<file path="config.mk">
export PLATFORM = sky130hd
export DESIGN_NAME = clock_adjust_ctrl
export DESIGN_NICKNAME = d
export VERILOG_FILES = /design/src/rtl/clock_adjust_ctrl.sv
export SDC_FILE = /design/constraint.sdc
export NUM_CORES = 1
export LEC_CHECK = 0
export CAP_MARGIN = 5
export CORE_MARGIN = 4
export CORE_UTILIZATION = 53
export DETAILED_ROUTE_END_ITERATION = 16
export PLACE_DENSITY = 0.84
export SYNTH_ARGS = -nofsm -noshare
export SYNTH_HDL_FRONTEND = slang
export SYNTH_SLANG_ARGS = --single-unit
</file>
<file path="constraint.sdc">
create_clock -name i_clk -period 4.65 [get_ports i_clk]
set_clock_uncertainty 0.1 [all_clocks]
set_input_delay 0.93 -clock i_clk [delete_from_list [all_inputs] [get_ports i_clk]]
set_output_delay 0.93 -clock i_clk [all_outputs]
set_load 0.05 [all_outputs]
</file>
<file path="src/rtl/clock_adjust_ctrl.sv">
// rtl/clock_adjust_ctrl.sv - mode/adjust sequencer, 1 Hz timebase and alarm ring control
//
// Purpose: steps the adjust-field selector on the mode key, gates the inc/dec
// key pulses to the selected counter, freezes the seconds count enable while
// the time fields are edited, auto-exits adjust mode after an idle period and
// times the alarm ring.
//
// Ports:
//   i_clk, i_rst          clock, synchronous active-high reset
//   i_key1_p              mode key pulse
//   i_key2_p              increment key pulse (alarm arm toggle in RUN)
//   i_key3_p              decrement key pulse
//   i_cur_time [23:0]     current time, BCD hh:mm:ss
//   i_alm_time [15:0]     alarm time, BCD hh:mm
//   o_adjust   [2:0]      selected field (0 RUN .. 5 ALM_HOUR)
//   o_tick_1s             one-cycle pulse every CNT_1S cycles
//   o_cnt_en              seconds counter enable
//   o_inc_p, o_dec_p      gated increment / decrement pulses
//   o_alarm_en            alarm armed
//   o_ring                alarm sounding
module clock_adjust_ctrl #(
  parameter int CNT_1S    = 50_000_000,
  parameter int IDLE_SECS = 10,
  parameter int RING_SECS = 60
) (
  input  logic        i_clk,
  input  logic        i_rst,
  input  logic        i_key1_p,
  input  logic        i_key2_p,
  input  logic        i_key3_p,
  input  logic [23:0] i_cur_time,
  input  logic [15:0] i_alm_time,
  output logic [2:0]  o_adjust,
  output logic        o_tick_1s,
  output logic        o_cnt_en,
  output logic        o_inc_p,
  output logic        o_dec_p,
  output logic        o_alarm_en,
  output logic        o_ring
);

  typedef enum logic [2:0] {
    ST_RUN      = 3'd0,
    ST_SEC      = 3'd1,
    ST_MIN      = 3'd2,
    ST_HOUR     = 3'd3,
    ST_ALM_MIN  = 3'd4,
    ST_ALM_HOUR = 3'd5
  } state_t;

  localparam int PW = (CNT_1S > 1) ? $clog2(CNT_1S) : 1;
  localparam int IW = $clog2(IDLE_SECS + 1);
  localparam int RW = $clog2(RING_SECS + 1);
  localparam logic [PW-1:0] P_LAST = PW'(CNT_1S - 1);
  localparam logic [IW-1:0] I_LAST = IW'(IDLE_SECS - 1);
  localparam logic [RW-1:0] R_LAST = RW'(RING_SECS - 1);

  state_t          r_state, w_state_next;
  logic [PW-1:0]   r_presc, w_presc_next;
  logic [IW-1:0]   r_idle, w_idle_next;
  logic [RW-1:0]   r_ring_cnt, w_ring_cnt_next;
  logic            r_tick, r_cnt_en, r_inc, r_dec, r_alarm_en, r_ring;
  logic            w_wrap, w_cnt_en_next, w_inc_next, w_dec_next;
  logic            w_alarm_next, w_ring_next;
  logic            w_any_key, w_valid, w_in_adj, w_trigger;

  always_ff @(posedge i_clk) begin
    if (i_rst) begin
      r_state    <= ST_RUN;
      r_presc    <= '0;
      r_idle     <= '0;
      r_ring_cnt <= '0;
      r_tick     <= 1'b0;
      r_cnt_en   <= 1'b0;
      r_inc      <= 1'b0;
      r_dec      <= 1'b0;
      r_alarm_en <= 1'b0;
      r_ring     <= 1'b0;
    end else begin
      r_state    <= w_state_next;
      r_presc    <= w_presc_next;
      r_idle     <= w_idle_next;
      r_ring_cnt <= w_ring_cnt_next;
      r_tick     <= w_wrap;
      r_cnt_en   <= w_cnt_en_next;
      r_inc      <= w_inc_next;
      r_dec      <= w_dec_next;
      r_alarm_en <= w_alarm_next;
      r_ring     <= w_ring_next;
    end
  end

  always_comb begin
    w_state_next    = r_state;
    w_idle_next     = r_idle;
    w_ring_cnt_next = r_ring_cnt;
    w_inc_next      = 1'b0;
    w_dec_next      = 1'b0;
    w_alarm_next    = r_alarm_en;
    w_ring_next     = r_ring;

    w_wrap       = (r_presc == P_LAST);
    w_presc_next = w_wrap ? '0 : r_presc + PW'(1);
    w_any_key    = i_key1_p | i_key2_p | i_key3_p;

    case (r_state)
      ST_RUN, ST_SEC, ST_MIN, ST_HOUR, ST_ALM_MIN, ST_ALM_HOUR: w_valid = 1'b1;
      default:                                                  w_valid = 1'b0;
    endcase
    w_in_adj = w_valid && (r_state != ST_RUN);

    // Key decode: a key while ringing only silences; otherwise key1 > key2 > key3.
    if (!w_valid) begin
      w_state_next = ST_RUN;
    end else if (r_ring && w_any_key) begin
      w_state_next = r_state;
    end else if (i_key1_p) begin
      w_state_next = (r_state == ST_ALM_HOUR) ? ST_RUN : state_t'(r_state + 3'd1);
    end else if (i_key2_p) begin
      if (w_in_adj) w_inc_next = 1'b1;
      else          w_alarm_next = ~r_alarm_en;
    end else if (i_key3_p) begin
      if (w_in_adj) w_dec_next = 1'b1;
    end else if (w_in_adj && r_tick && (r_idle == I_LAST)) begin
      w_state_next = ST_RUN;
    end

    if (w_any_key || (w_state_next == ST_RUN)) w_idle_next = '0;
    else if (w_in_adj && r_tick)               w_idle_next = r_idle + IW'(1);

    // Follows the state being entered so cnt_en always agrees with o_adjust.
    w_cnt_en_next = w_wrap && ((w_state_next == ST_RUN) || (w_state_next == ST_ALM_MIN) ||
                               (w_state_next == ST_ALM_HOUR));

    w_trigger = r_alarm_en && (i_cur_time[23:8] == i_alm_time) &&
                (i_cur_time[7:0] == 8'h00) && r_cnt_en;

    if (w_trigger) begin
      w_ring_next     = 1'b1;
      w_ring_cnt_next = '0;
    end else if (r_ring) begin
      if (w_any_key || !r_alarm_en) begin
        w_ring_next     = 1'b0;
        w_ring_cnt_next = '0;
      end else if (r_tick) begin
        if (r_ring_cnt == R_LAST) begin
          w_ring_next     = 1'b0;
          w_ring_cnt_next = '0;
        end else begin
          w_ring_cnt_next = r_ring_cnt + RW'(1);
        end
      end
    end
  end

  assign o_adjust   = r_state;
  assign o_tick_1s  = r_tick;
  assign o_cnt_en   = r_cnt_en;
  assign o_inc_p    = r_inc;
  assign o_dec_p    = r_dec;
  assign o_alarm_en = r_alarm_en;
  assign o_ring     = r_ring;

endmodule

</file>
==> reports/results.ini, run 1 <==
[min_path]
hp-class=flip-flop to flip-flop

[detailed_routing]
drc=0
dr.pass1.iters=4
avgRoutedWirePerCell_um=13.57
drt-vias-per-instance=5.375
num_vias=1978
ant_nets=0
drt-initial-drc-count=90
wl_um=4992

[floorplanning]
num_rows=23
core-area_um2=4115
start_util_pct=56.16
die_w_um=74.03
die-area_um2=5480
ioPinCount=54
die_y_um=74.03

[placement]
dpl_cell_area_um2=2859
hpwl_um=3833
gp_congestion=0.8302
io_buffers=53

[timing]
slew_violations=0
period_share_pct=57.98
finalHoldViolCount=0
slew_headroom_pct=44.63
clock.fmax_mhz=370.9
post-route-min-period_ps=2696
tightest_slew_ps=830.5
tns_ps=0
setup_viol=0
rsz0062_at_grt=no

[final_layout]
drive_gt1_share_pct=6.289
antennaDiodeCount=0
fin_nets=367
fin_util_pct=71.57
design_area_um2=2945
synthToLayoutAreaGrowth_pct=27.45

[setup_path]
critPathTopFamily=buffers and inverters
critPathKind=flip-flop to output pin
startpoint_type=flip-flop
cp.arrival_ps=1670
cp_slowest_cell=clkdlybuf4s50_1
cp_max_fo=10
cp_cell_sequence=clkdlybuf4s50_1
crit_path_end_kind=output pin
critPathBufInv=1
max_stage_delay_ps=870
crit_required_ps=3620

[clock_network]
cts_tree=done
clock-sinks=45
holdBufCountCts=0
postCtsSetupBuffers=0
path_clk_slew_ps=80
worstSkewPairLatency_ps=300
cts_buffer_depth=2
cts-root-buf=clkbuf_8
numCtsBuffers=5
cts_resized=0
h-tree-depth=2

[logic_synthesis]
synthFlopType=dfxtp_1
yosysUniqueCellTypes=38
async_flop_share_pct=0
synth_area_um2=2311
synth_warnings=0
synthCells=261
syn_nets=311
synth_enable_flop_cells=0
seq_area_frac_synth_pct=38.98
yosys_register_bits=45
avgSynthCellArea_um2=8.854

[run]
maxCapViolations=0

[power]
p_per_area_nw_per_um2=244.2
p_leak_uw=0.001088
peakVddDrop_v=0.0002342

[global_route]
antenna_found_initial=0
grt_pass1_vias=1847
grt_pass1_wl_um=8100
globalRouteOverflowTotal=0
grt_max_degree=27
grt_usage_pct=19.10

[outcome]
status=completed

==> power by group <==
group          leakage (uW)  internal [uW]  switching (uW)
combinational      0.000681           52.6            37.6
clock             0.0000439            104             130
sequential         0.000364            390            6.05
total               0.00109            546             173
==> synth_stat cells, types with 2 or more instances <==
library cell,count,area share (%)
nand4_1,11,3.0
dfxtp_1,45,39
nand3_1,19,4.1
nand2_1,14,2.3
xnor2_1,12,4.5
nor4_1,6,1.6
nor3_1,14,3.0
a31oi_1,2,0.54
nand4b_1,2,0.76
and3_1,8,2.2
o21ai_0,3,0.65
buf_6,4,1.9
inv_1,10,1.6
ha_1,5,2.7
xor2_1,37,14
nor2_1,40,6.5
and4b_1,2,0.87
and2_1,5,1.4
nor2b_1,2,0.54
and2_2,2,0.65
==> cell type report <==
class / count / area (um2)
well taps: 50 / 62.56
multi-input cells: 202 / 1328
flip-flops and latches: 45 / 900.9
fillers: 330 / 1170
repair buffers: 53 / 530.5
clock buffers: 5 / 68.82
clock inverters: 3 / 17.52
inverters: 10 / 37.54
==> cell usage in the layout (no fill, tap or decap), types with 2 or more instances in the layout <==
cell and count:
a31oi_1 2, and2_1 5, and2_2 2, and3_1 8
and4b_1 2, clkbuf_8 5, clkdlybuf4s50_1 53, clkinv_2 2
dfxtp_1 45, ha_1 5, inv_1 10, nand2_1 14
nand3_1 19, nand4_1 11, nand4b_1 2, nor2_1 40
nor2b_1 2, nor3_1 14, nor4_1 6, o21ai_0 3
xnor2_1 12, xor2_1 37
==> flip-flops by register name, summed over array words and instances, names as in the netlist <==
signal,count
o_inc_p,1
r_ring_cnt,6
o_adjust,3
r_idle,4
o_cnt_en,1
o_dec_p,1
o_tick_1s,1
r_presc,26
o_ring,1
o_alarm_en,1
==> cells by family (layout without fill, tap and decap cells) <==
family	after synthesis	after routing	synth area share (%)
buffers and inverters	14	71	3.573
AND/OR/NAND/NOR	133	133	30.92
XOR/XNOR	49	49	18.57
adder cells (fa/ha/maj)	5	5	2.707
AO/OA/AOI/OAI	15	15	5.252
flip-flops	45	45	38.98
==> final timing paths <==
path	from	to	slack [ps]	cells after the start
setup / recovery	o_adjust[0]	o_adjust[0]	1950	1
hold / removal	r_presc[0]	r_presc[0]	380	1
setup reg to reg	r_presc[0]	r_presc[10]	2370	5
hold reg to reg	r_presc[0]	r_presc[0]	380	1
==> per-layer routing <==
metal | global-route usage [%] | wire (um) | vias to the layer above
met1 | 22.78 | 2251 | 902
met3 | 5.135 | 361 | 7
met2 | 33.37 | 2314 | 49
met4 | 6.036 | 64 | 0
li1 | - | - | 1020
met5 | 0 | 0 | -
==> metrics by stage <==
step / setup slack, ps / total power, uW / hold slack, ps / cells
final: 1954 / 719.2 / 383.9 / 368
after global placement: 1976 / 492.9 / 347.4 / 360
after CTS: 1947 / 730.8 / 392.2 / 368
after floorplan: 2541 / 446.5 / 329.4 / 261
after detailed placement: 1896 / 495.4 / 374.0 / 360
after global routing: 1882 / 758.4 / 421.1 / 368
Power figures use the tool's default switching activity.
==> run 2, diff against run 1 <==
- CORE_UTILIZATION: 53 -> 50
- PLACE_DENSITY: 0.84 -> 0.8
- clock period: 4.65 -> 2.5 ns (I/O delays scaled with it)
==> run 2 against run 1 <==
Effect of this change: power grew 92%; first-iteration DRC count decreased by 13%; setup slack got worse by 1700 ps; register-to-register slack got worse by 1800 ps; final cell count grew 1.1%; clock power up 100%; critical path type unchanged; critical endpoint unchanged; highest routed layer unchanged.
==> reports/results.ini, run 2 (synthesis gave the netlist of run 1 again) <==
[outcome]
status=completed

[final_layout]
fin_nets=369  ; +0.54%
largest_register_ffs=26  ; unchanged
top_regs=r_presc (26), r_ring_cnt (6), r_idle (4)
antennaDiodeCount=0  ; unchanged
mostFrequentLayoutCells=clkdlybuf4s50_1, dfxtp_1, nor2_1
fillers=372  ; +13%
multi_input_area_um2=1328  ; unchanged
drive_gt1_share_pct=6.875  ; +0.59 points
fin_util_pct=67.46  ; -4.1 points
top_register=r_presc
layout_commonest_cell=clkdlybuf4s50_1
seqCellArea_um2=900.9  ; unchanged
synthToLayoutAreaGrowth_pct=28.86
design_area_um2=2978  ; +1.1%

[clock_network]
postCtsSetupBuffers=0  ; unchanged
worstSkewPairLatency_ps=290  ; about the same
h-tree-depth=2  ; unchanged
path_clk_slew_ps=80  ; about the same
holdBufCountCts=0  ; unchanged
numCtsBuffers=5  ; unchanged
cts-root-buf=clkbuf_8
cts_resized=0  ; unchanged
cts_tree=done
clock-sinks=45  ; unchanged
cts_buffer_depth=2  ; unchanged

[min_path]
hold_depth=1  ; unchanged
hp-class=flip-flop to flip-flop
worstHoldEndpoint=r_presc[0]
worstHoldStart=r_presc[0]

[power]
seqPwrFrac_pct=53.2  ; -1.8 points
power_frac_clock_pct=34.5  ; +2.1 points
peakVddDrop_v=0.0004148  ; +77%
p_int_uw=1074  ; +97%
p_leak_uw=0.001108  ; +1.8%
p_sw_share_pct=22.31  ; -1.8 points
switchingPower_uw=308.5  ; +78%
pwr-share-comb_pct=12.3  ; -0.2 points
p_per_area_nw_per_um2=464.4  ; +90%

[placement]
dpl_cell_area_um2=2877  ; +0.61%
gp_congestion=0.7891  ; -5.0%
io_buffers=53  ; unchanged
hpwl_um=3677  ; -4.1%

[setup_path]
cp_slowest_cell=clkdlybuf4s50_1
critPathTopFamily=buffers and inverters
r2r-start=o_adjust[0]
crit_required_ps=1900  ; -1720 ps
reg2reg_slack_ps=560  ; -1810 ps
startpoint_type=flip-flop
critPathKind=flip-flop to output pin
cp_cell_sequence=clkdlybuf4s50_1
cp_max_fo=10  ; unchanged
cp.arrival_ps=1670  ; about the same
rr_worst_depth=7  ; +2
max_stage_delay_ps=880  ; about the same
regToRegEndpoint=r_idle[3]
crit_path_end_kind=output pin
critPathBufInv=1  ; unchanged

[timing]
post-route-min-period_ps=2270
finalHoldViolCount=0  ; unchanged
slew_headroom_pct=59.08  ; +14 points
rsz0062_at_grt=no
clock.fmax_mhz=440.6
tightest_slew_ps=610.4  ; -220.1 ps
setup_viol=0  ; unchanged
slew_violations=0  ; unchanged
tns_ps=0  ; unchanged
period_share_pct=90.78

[global_route]
grt_pass1_wl_um=8418  ; +3.9%
grt_pass1_vias=1812  ; -1.9%
grt_max_degree=27  ; unchanged
antenna_found_initial=0  ; unchanged
grt_usage_pct=17.32  ; -1.8 points
globalRouteOverflowTotal=0  ; unchanged

[detailed_routing]
drc=0  ; unchanged
drt-initial-drc-count=78  ; -13%
avgRoutedWirePerCell_um=12.86  ; -5.2%
ant_nets=0  ; unchanged
num_vias=1949  ; -1.5%
wl_um=4783  ; -4.2%
dr.pass1.iters=4  ; unchanged
drt-vias-per-instance=5.239  ; -2.5%

[floorplanning]
start_util_pct=52.35  ; -3.8 points
num_rows=24  ; +4.3%
die-area_um2=5774  ; +5.4%
ioPinCount=54  ; unchanged
core-area_um2=4414  ; +7.3%
die_y_um=75.99  ; +2.6%
die_w_um=75.99  ; +2.6%

[run]
maxCapViolations=0  ; unchanged

## run 2: through the flow
step | cells | power (uW) | hold WS [ps] | setup slack (ps)
2_1_floorplan | 261 | 830.5 | 329.4 | 391.2
3_3_place_gp | 364 | 919.8 | 345.3 | 333.5
3_5_place_dp | 364 | 923.5 | 352.5 | 278.9
4_1_cts | 372 | 1406 | 371.6 | 214.4
5_1_grt | 372 | 1455 | 403.6 | 163.6
6_report | 372 | 1383 | 363.8 | 230.5
## run 2: power by group through the flow
stage                     logic (uW)  registers [uW]  clock network, uW
after floorplan                 65.0             765                  0
after global placement           167             753                  0
after detailed placement         170             753                  0
after CTS                        171             736                498
after global routing             186             738                531
final                            170             736                477
## run 2: how the worst max path moves through the flow
stage | start | to | slack [ps] | depth (start not counted)
after floorplan | o_adjust[2] | r_idle[3] | 390 | 7
after global placement | i_alm_time[2] | r_ring_cnt[1] | 330 | 6
after detailed placement | i_key1_p | r_ring_cnt[5] | 280 | 6
after CTS | o_adjust[0] | o_adjust[0] | 210 | 1
after global routing | o_adjust[0] | o_adjust[0] | 160 | 1
final | o_adjust[0] | o_adjust[0] | 230 | 1
## run 2: area by class of cell
class	instances	area share, %
well taps	52	2.185
repair buffers	55	18.32
multi-input cells	202	44.58
clock inverters	1	0.1681
clock buffers	7	3.235
flip-flops and latches	45	30.25
inverters	10	1.261
## run 2: layer usage
| layer | track usage, % | share of wire (%) | up-vias |
|---|---|---|---|
| met2 | 26.54 | 44 | 58 |
| met4 | 4.270 | 1.0 | 0 |
| li1 | - | - | 1018 |
| met1 | 23.42 | 48 | 867 |
| met3 | 5.792 | 7.2 | 6 |
| met5 | 0 | 0 | - |
